$ cat config.mk
export PLATFORM = sky130hd
export DESIGN_NAME = slot_score_keeper
export DESIGN_NICKNAME = d
export VERILOG_FILES = /design/src/rtl/slot_score_keeper.sv
export SDC_FILE = /design/constraint.sdc
export NUM_CORES = 1
export LEC_CHECK = 0
export ABC_AREA = 0
export BUFFER_PORTS_ARGS = -buffer_cell sky130_fd_sc_hd__buf_2
export CAP_MARGIN = 20
export CORE_AREA = 5 5 72 74
export DETAILED_ROUTE_END_ITERATION = 12
export DIE_AREA = 0 0 77 79
export PLACE_DENSITY = 0.74
export SYNTH_ARGS = -nofsm -noshare
export SYNTH_HDL_FRONTEND = slang
export SYNTH_SLANG_ARGS = --single-unit
$ cat constraint.sdc
create_clock -name i_clock -period 2.04 [get_ports i_clock]
set_input_delay 0.306 -clock i_clock [delete_from_list [all_inputs] [get_ports i_clock]]
set_output_delay 0.306 -clock i_clock [all_outputs]
set_load 0.1 [all_outputs]
$ cat src/rtl/slot_score_keeper.sv
// ---------------------------------------------------------------------------
// slot_score_keeper
//   Credit and score stage that sits behind the reel controller. A spin is
//   accepted only when enough credit is available; the bet is then debited
//   one BCD count per cycle. When the reels settle, the three digits are
//   scored and the payout is counted back into a 3-digit BCD credit total,
//   saturating at 999.
//
// Ports
//   i_clock       game clock
//   i_reset       synchronous active-high reset
//   i_spin_start  1-cycle pulse, player asks the reels to start
//   i_spin_done   1-cycle pulse, all three reels are now paused
//   i_reel0..2    reel digits, captured on an accepted i_spin_done
//   o_spin_ok     start request accepted this cycle (combinational pulse)
//   o_busy        high in every state except IDLE
//   o_win         last scored spin paid something; cleared on the next start
//   o_game_over   idle with credit below the bet
//   o_credit0..2  BCD credit digits: ones, tens, hundreds
// ---------------------------------------------------------------------------
module slot_score_keeper #(
  parameter int START_CREDIT = 10,
  parameter int BET          = 1,
  parameter int PAY_PAIR     = 2,
  parameter int PAY_TRIPLE   = 10,
  parameter int PAY_SEVEN    = 50
) (
  input  logic       i_clock,
  input  logic       i_reset,
  input  logic       i_spin_start,
  input  logic       i_spin_done,
  input  logic [3:0] i_reel0,
  input  logic [3:0] i_reel1,
  input  logic [3:0] i_reel2,
  output logic       o_spin_ok,
  output logic       o_busy,
  output logic       o_win,
  output logic       o_game_over,
  output logic [3:0] o_credit0,
  output logic [3:0] o_credit1,
  output logic [3:0] o_credit2
);

  typedef enum logic [2:0] {IDLE, DEBIT, SPIN, EVAL, PAYOUT} state_t;

  localparam logic [11:0] START_BCD = {4'((START_CREDIT / 100) % 10),
                                       4'((START_CREDIT / 10) % 10),
                                       4'(START_CREDIT % 10)};

  state_t      state_q, state_d;
  logic [11:0] credit_q, credit_d;
  logic [6:0]  pay_q, pay_d;
  logic [3:0]  bet_cnt_q, bet_cnt_d;
  logic        win_q, win_d;
  logic [3:0]  reel0_q, reel0_d, reel1_q, reel1_d, reel2_q, reel2_d;
  logic [6:0]  score;
  logic        credit_short;

  // BCD +1 with the carry rippling through all three digits in one cycle.
  function automatic logic [11:0] bcd_inc(input logic [11:0] v);
    logic [3:0] d0, d1, d2;
    {d2, d1, d0} = v;
    if (d0 == 4'd9) begin
      d0 = 4'd0;
      if (d1 == 4'd9) begin
        d1 = 4'd0;
        d2 = (d2 == 4'd9) ? 4'd0 : d2 + 4'd1;
      end else begin
        d1 = d1 + 4'd1;
      end
    end else begin
      d0 = d0 + 4'd1;
    end
    return {d2, d1, d0};
  endfunction

  // BCD -1; the DEBIT guard means 000 is never decremented.
  function automatic logic [11:0] bcd_dec(input logic [11:0] v);
    logic [3:0] d0, d1, d2;
    {d2, d1, d0} = v;
    if (d0 == 4'd0) begin
      d0 = 4'd9;
      if (d1 == 4'd0) begin
        d1 = 4'd9;
        d2 = (d2 == 4'd0) ? 4'd9 : d2 - 4'd1;
      end else begin
        d1 = d1 - 4'd1;
      end
    end else begin
      d0 = d0 - 4'd1;
    end
    return {d2, d1, d0};
  endfunction

  // Since BET is a single digit, credit < BET only when both upper digits are 0.
  assign credit_short = (credit_q[11:4] == 8'h00) && (credit_q[3:0] < 4'(BET));

  // Scoring of the latched reels; any non-decimal digit voids the whole spin.
  always_comb begin
    logic valid, e01, e12, e02;
    score = 7'd0;
    valid = (reel0_q <= 4'd9) && (reel1_q <= 4'd9) && (reel2_q <= 4'd9);
    e01   = (reel0_q == reel1_q);
    e12   = (reel1_q == reel2_q);
    e02   = (reel0_q == reel2_q);
    if (valid) begin
      if (e01 && e12) begin
        score = (reel0_q == 4'd7) ? 7'(PAY_SEVEN) : 7'(PAY_TRIPLE);
      end else if (e01 || e12 || e02) begin
        score = 7'(PAY_PAIR);
      end
    end
  end

  always_comb begin
    state_d   = state_q;
    credit_d  = credit_q;
    pay_d     = pay_q;
    bet_cnt_d = bet_cnt_q;
    win_d     = win_q;
    reel0_d   = reel0_q;
    reel1_d   = reel1_q;
    reel2_d   = reel2_q;
    o_spin_ok = 1'b0;
    case (state_q)
      IDLE: begin
        if (i_spin_start && !credit_short) begin
          o_spin_ok = 1'b1;
          win_d     = 1'b0;
          bet_cnt_d = 4'(BET - 1);
          state_d   = DEBIT;
        end
      end
      DEBIT: begin
        credit_d = bcd_dec(credit_q);
        if (bet_cnt_q == 4'd0) state_d = SPIN;
        else                   bet_cnt_d = bet_cnt_q - 4'd1;
      end
      SPIN: begin
        if (i_spin_done) begin
          reel0_d = i_reel0;
          reel1_d = i_reel1;
          reel2_d = i_reel2;
          state_d = EVAL;
        end
      end
      EVAL: begin
        pay_d   = score;
        win_d   = (score != 7'd0);
        state_d = (score != 7'd0) ? PAYOUT : IDLE;
      end
      PAYOUT: begin
        if (credit_q == 12'h999) begin
          // Saturated: whatever payout is left is forfeited.
          pay_d   = 7'd0;
          state_d = IDLE;
        end else begin
          credit_d = bcd_inc(credit_q);
          pay_d    = pay_q - 7'd1;
          if (pay_q == 7'd1) state_d = IDLE;
        end
      end
      default: state_d = IDLE;
    endcase
  end

  always_ff @(posedge i_clock) begin
    if (i_reset) begin
      state_q   <= IDLE;
      credit_q  <= START_BCD;
      pay_q     <= 7'd0;
      bet_cnt_q <= 4'd0;
      win_q     <= 1'b0;
      reel0_q   <= 4'd0;
      reel1_q   <= 4'd0;
      reel2_q   <= 4'd0;
    end else begin
      state_q   <= state_d;
      credit_q  <= credit_d;
      pay_q     <= pay_d;
      bet_cnt_q <= bet_cnt_d;
      win_q     <= win_d;
      reel0_q   <= reel0_d;
      reel1_q   <= reel1_d;
      reel2_q   <= reel2_d;
    end
  end

  assign o_busy      = (state_q != IDLE);
  assign o_win       = win_q;
  assign o_game_over = (state_q == IDLE) && credit_short;
  assign o_credit0   = credit_q[3:0];
  assign o_credit1   = credit_q[7:4];
  assign o_credit2   = credit_q[11:8];

endmodule
==> Yosys cells after proc, flatten, opt, wreduce, memory -nomap -nowiden <==
Index checks and enable logic that the tools add are counted.
{ "classes": {"add_sub_neg": 8, "order_cmp": 4, "n_eq_ne": 23, "mux": 34, "reduce_logical": 28} }
{ "ops": {"columns": ["cell", "n"], "rows": [
  ["$mux W4", 14],
  ["$pmux W12 S2", 1],
  ["$mux W3", 6],
  ["$mux W6", 3],
  ["$ne A2 B2 Y1 const B", 9],
  ["$logic_not A4 Y1", 4],
  ["$sub A4 B1 Y4 const B", 4],
  ["$pmux W3 S5", 1],
  ["$pmux W7 S2", 1],
  ["$add A4 B1 Y4 const B", 3],
  ["$eq A12 B12 Y1 const B", 1],
  ["$eq A4 B4 Y1", 3],
  ["$eq A4 B4 Y1 const B", 3],
  ["$le A4 B4 Y1 const B", 3],
  ["$mux W12", 1],
  ["$logic_not A8 Y1", 1],
  ["$pmux W4 S2", 1],
  ["$reduce_and A4 Y1", 2],
  ["$reduce_bool A2 Y1", 4],
  ["$eq A7 B1 Y1 const B", 1],
  ["$mux W7", 1],
  ["$reduce_bool A7 Y1", 1],
  ["$sub A7 B1 Y7 const B", 1],
  ["$eq A3 B2 Y1 const B", 2],
  ["16 further kinds", 26]
]} }
{ "totals": {"register_bits": 39, "output_inout_bits": 16, "wordCells": 107} }

==> Logic depth before layout (Yosys ltp) <==
{ "depth": {"depth_word": 9, "depth_mapped": 7} }

==> Worst setup path after synthesis <==
No wires, ideal clock.
{ "synth_path": {"path_type": "flip-flop to flip-flop", "startpoint": "reg credit_q[8]", "endpoint": "reg bet_cnt_q[1]", "setup_ns": 0.067, "t_arrival_ns": 3.511, "required_time_ns": 1.973, "setup_slack_ns": -1.539, "path_stages_with_launch": 7, "path_buffers": 1, "synth_period_minus_slack_ns": 3.579, "path_cell_list": "dfxtp_1 > clkbuf_1 > nor4_1 > a311oi_2 > nor2_2 > or3_1 > a21oi_2"} }
{ "synth_via": {"elab_chain_cells": 6} }
{ "synth_rtl": {"columns": ["element", "line_no", "rtl"], "rows": [
  ["from (decl)", "51", "logic [11:0] credit_q, credit_d;"],
  ["from (signal assigned)", "179", "credit_q <= credit_d;"],
  ["$logic_not A8 Y1", "96", "assign credit_short = (credit_q[11:4] == 8'h00) && (credit_q[3:0] < 4'(BET));"],
  ["$logic_and A1 B1 Y1", "96", null],
  ["$logic_not A1 Y1", "127", "if (i_spin_start && !credit_short) begin"],
  ["$logic_and A1 B1 Y1", "127", null],
  ["$ne A2 B2 Y1 (no line)", null, null],
  ["$reduce_and A3 Y1 (no line)", null, null],
  ["to (signal assigned)", "181", "bet_cnt_q <= bet_cnt_d;"],
  ["to (decl)", "53", "logic [3:0] bet_cnt_q, bet_cnt_d;"]
]} }
Every way passes these cells.
A chain may end at the register's enable or synchronous reset.

==> Worst setup path in the final report <==
{ "layout_path": {"startpoint": "reg state_q[2]", "endpoint": "out o_spin_ok"} }
{ "layout_via": {"elab_chain_cells": 2} }
{ "layout_rtl": {"columns": ["element", "line_no", "rtl"], "rows": [
  ["from (decl)", "50", "state_t state_q, state_d;"],
  ["from (signal assigned)", "178", "state_q <= state_d;"],
  ["$logic_not A3 Y1", "125", "case (state_q)"],
  ["$mux W1", "125", null],
  ["to (decl)", "35", "output logic o_spin_ok,"]
]} }
Every way passes these cells.

==> flow_summary.yaml <==
run_status:
  status: "finished clean"
route:
  initialDrtViolationCount: 147
  drtPass1Iterations: 4
  routed_wl_um: 5098
  via_per_inst: 5.663
  wl_per_cell_um: 13.21
  via_count: 2186
  route.detailed.drc: 0
  antenna_left: 0
place:
  dp_slack_ns: 0.2136
  gp_congestion: 0.8517
  dp_hpwl_um: 3600
  place_inst: 372
  place_area_sq_mm: 0.002614
  portBuffers: 31
sta:
  fin_hold_ws_ns: 0.2481
  fin_ws_ns: 0.03269
  setup_viol: 0
  fmax_mhz: 498.2
  drv_slew: 0
  fin_crit_ns: 2.007
  finClkSkew_ns: 0.008406
  tightest_slew_ns: 0.5798
  finalHoldViolCount: 0
  slew_headroom_pct: 60.99
  period_share_pct: 98.40
  fin_setup_tns_ns: 0
power:
  p_switching_mw: 1.153
  pwr-share-seq_pct: 35.1
  p_int_mw: 1.604
  power.density_mw_per_mm2: 977.6
  switching_share_pct: 41.82
  pwr-share-comb_pct: 42.1
  leakage_nw: 1.027
  peakVddDrop_mv: 0.5084
  p_total_mw: 2.757
  p_clk_share_pct: 22.9
floorplanning:
  initial_utilization_pct: 51.48
  io_pins: 32
  fp.dieH_um: 79
  die_w_um: 77
  rows: 25
  floorplan.die_area_sq_mm: 0.006083
  core_sq_mm: 0.004536
setup_path:
  cp_top_family: "compound AO/OA/AOI/OAI gates"
  r2r_slack_ns: 0.23
  r2r-end: "bet_cnt_q[1]"
  cp_cell_sequence: "or3_4, a311oi_4, buf_12"
  r2r-start: "state_q[2]"
  worstSetupPathType: "reg2out"
  crit_path_end_kind: "output pin"
  start_kind: "flip-flop"
  required_ns: 1.73
  cp_max_fo: 7
  cp_slowest_stage_delay_ns: 0.43
  ff2ff_path_depth: 5
  crit_arrival_ns: 1.70
  cp_num_buf_inv: 1
  critPathSlowestCell: "a311oi_4"
cells_and_area:
  fillCellCount: 382
  fin_area_sq_mm: 0.002820
  final_core_util_pct: 62.18
  drive_gt1_share_pct: 25.60
  multi_input_area_sq_mm: 0.001494
  final_cells: 386
  register_area_sq_um: 818.3
  area_growth_pct: 20.79
  nets: 351
  diodes: 0
global_route:
  grt_pass1_wl_um: 8645
  grt_antenna_before_repair: 0
  grt_pass1_vias: 1946
  grt_max_degree: 33
  overflow: 0
  track_usage_pct: 16.54
synthesis:
  yosysMostFrequentCell: "dfxtp_1"
  ys_types: 58
  synth_largest_area_cell: "dfxtp_1"
  synth-compound-area-share_pct: 21.28
  ys_warn_count: 0
  syn_nets: 316
  ys_top_cells_by_area: "dfxtp_1, xnor2_1, a21oi_1, nand2_1, nor2_1"
  seq_area_frac_synth_pct: 33.44
  synth_top_area_share_pct: 33.44
  avgSynthCellArea_sq_um: 7.888
  synthArstFlopShare_pct: 0
  synthMuxAreaShare_pct: 0.8574
  synth_commonest_cells: "dfxtp_1, nand2_1, a21oi_1, nor2_1, xnor2_1"
  synth_top_family_by_area: "simple AND/OR/NAND/NOR gates"
  syn_area_sq_mm: 0.002335
  synthCells: 296
  synth_edf_count: 0
  yosys_most_used_dff: "dfxtp_1"
  ys_ff_latch: 39
  synth_simple_gate_area_share_pct: 28.83
  synthAdderAreaFrac_pct: 2.144
  synth_xor_area_share_pct: 8.628
min_path:
  min_path_cells: 3
  min-delay-start: "i_reel2[2]"
  hp-class: "in2reg"
  worst_hold_path.endpoint: "reel2_q[2]"
clocking:
  clock_sinks: 39
  ctsHoldBuffers: 0
  htreeDepth: 2
  cts_buffer_depth: 2
  clk_latency_ns: 0.29
  cts_buffers: 5
  tritoncts: "yes"
  path_clk_slew_ns: 0.08
  root_buffer: "clkbuf_8"
job:
  maxCapViolations: 0
## cells by family after synthesis
logic type | count (synthesis)
adder cells (fa/ha/maj) | 4
buffers and inverters | 26
AND/OR/NAND/NOR | 122
multiplexers | 2
XOR/XNOR | 23
AO/OA/AOI/OAI | 80
flip-flops | 39
## per-layer routing
| layer | track usage [%] | wire length (um) |
|---|---|---|
| met2 | 28.44 | 2460 |
| met3 | 3.515 | 269 |
| met5 | 0 | 0 |
| met1 | 21.54 | 2348 |
| met4 | 3.093 | 19 |
## flip-flops by register name (all words and copies together), names as in the netlist
signal and flops:
pay_q 7, o_win 1, bet_cnt_q 4, reel0_q 4
reel2_q 4, reel1_q 4, state_q 3, credit_q 12
## power groups by stage
stage                     clock, mW  combinational, mW  sequential (mW)
after global routing          0.677               1.24            0.983
final                         0.631               1.16            0.967
after floorplan                   0              0.654             1.16
after detailed placement          0               1.08            0.973
after CTS                     0.635               1.09            0.957
after global placement            0               1.07            0.967
## worst max path at each step
stage / startpoint / endpoint / slack (ns) / cells past startpoint
2_1_floorplan: state_q[1] / bet_cnt_q[1] / -0.59 / 6
3_3_place_gp: state_q[0] / bet_cnt_q[1] / 0.25 / 5
3_5_place_dp: state_q[0] / bet_cnt_q[1] / 0.21 / 5
4_1_cts: credit_q[4] / o_game_over / 0.002 / 5
5_1_grt: state_q[2] / o_spin_ok / -0.01 / 3
6_report: state_q[2] / o_spin_ok / 0.03 / 3
## worst register-to-register path, cell delays in order, from the launching register on
cell      delay [ns]
dfxtp_4         0.36
or3_4           0.40
a311oi_4        0.43
nor2_2          0.10
or3_1           0.33
a21oi_2         0.13
## area by class of cell
class | instances | area share [%]
multi-input cells | 231 | 52.97
clock inverters | 1 | 0.1775
flip-flops and latches | 39 | 29.02
inverters | 8 | 1.065
repair buffers | 46 | 10.56
clock buffers | 7 | 3.815
well taps | 54 | 2.396
## what timing repair did
item                                    4_1_cts  5_1_grt
endpoints found under the setup margin        2        2
setup buffers                                 0        6
pin swaps                                     1        3
gates resized for setup                       1        9
## cell usage in the layout, fill, tap and decap left out, drive strengths merged, types with 2 or more instances in the layout
cell	synthesis	final
dfxtp	39	39
nor2	23	23
o21ai	19	19
mux2i	2	2
or3b	2	2
a31oi	4	4
a22oi	3	3
clkbuf	10	7
nand4	5	5
inv	8	8
xor2	4	4
nor4b	3	3
buf	8	46
a311oi	5	5
o22ai	3	3
nor4	6	6
nand2b	6	6
xnor2	19	19
nor3	6	6
a21boi	3	3
nor2b	2	2
nand3	8	8
ha	4	4
and3	4	4
and4bb	3	3
or3	3	3
nand2	37	37
nand3b	4	4
nor3b	3	3
and2	3	3
a21oi	34	34
Power figures use the tool's default switching activity.
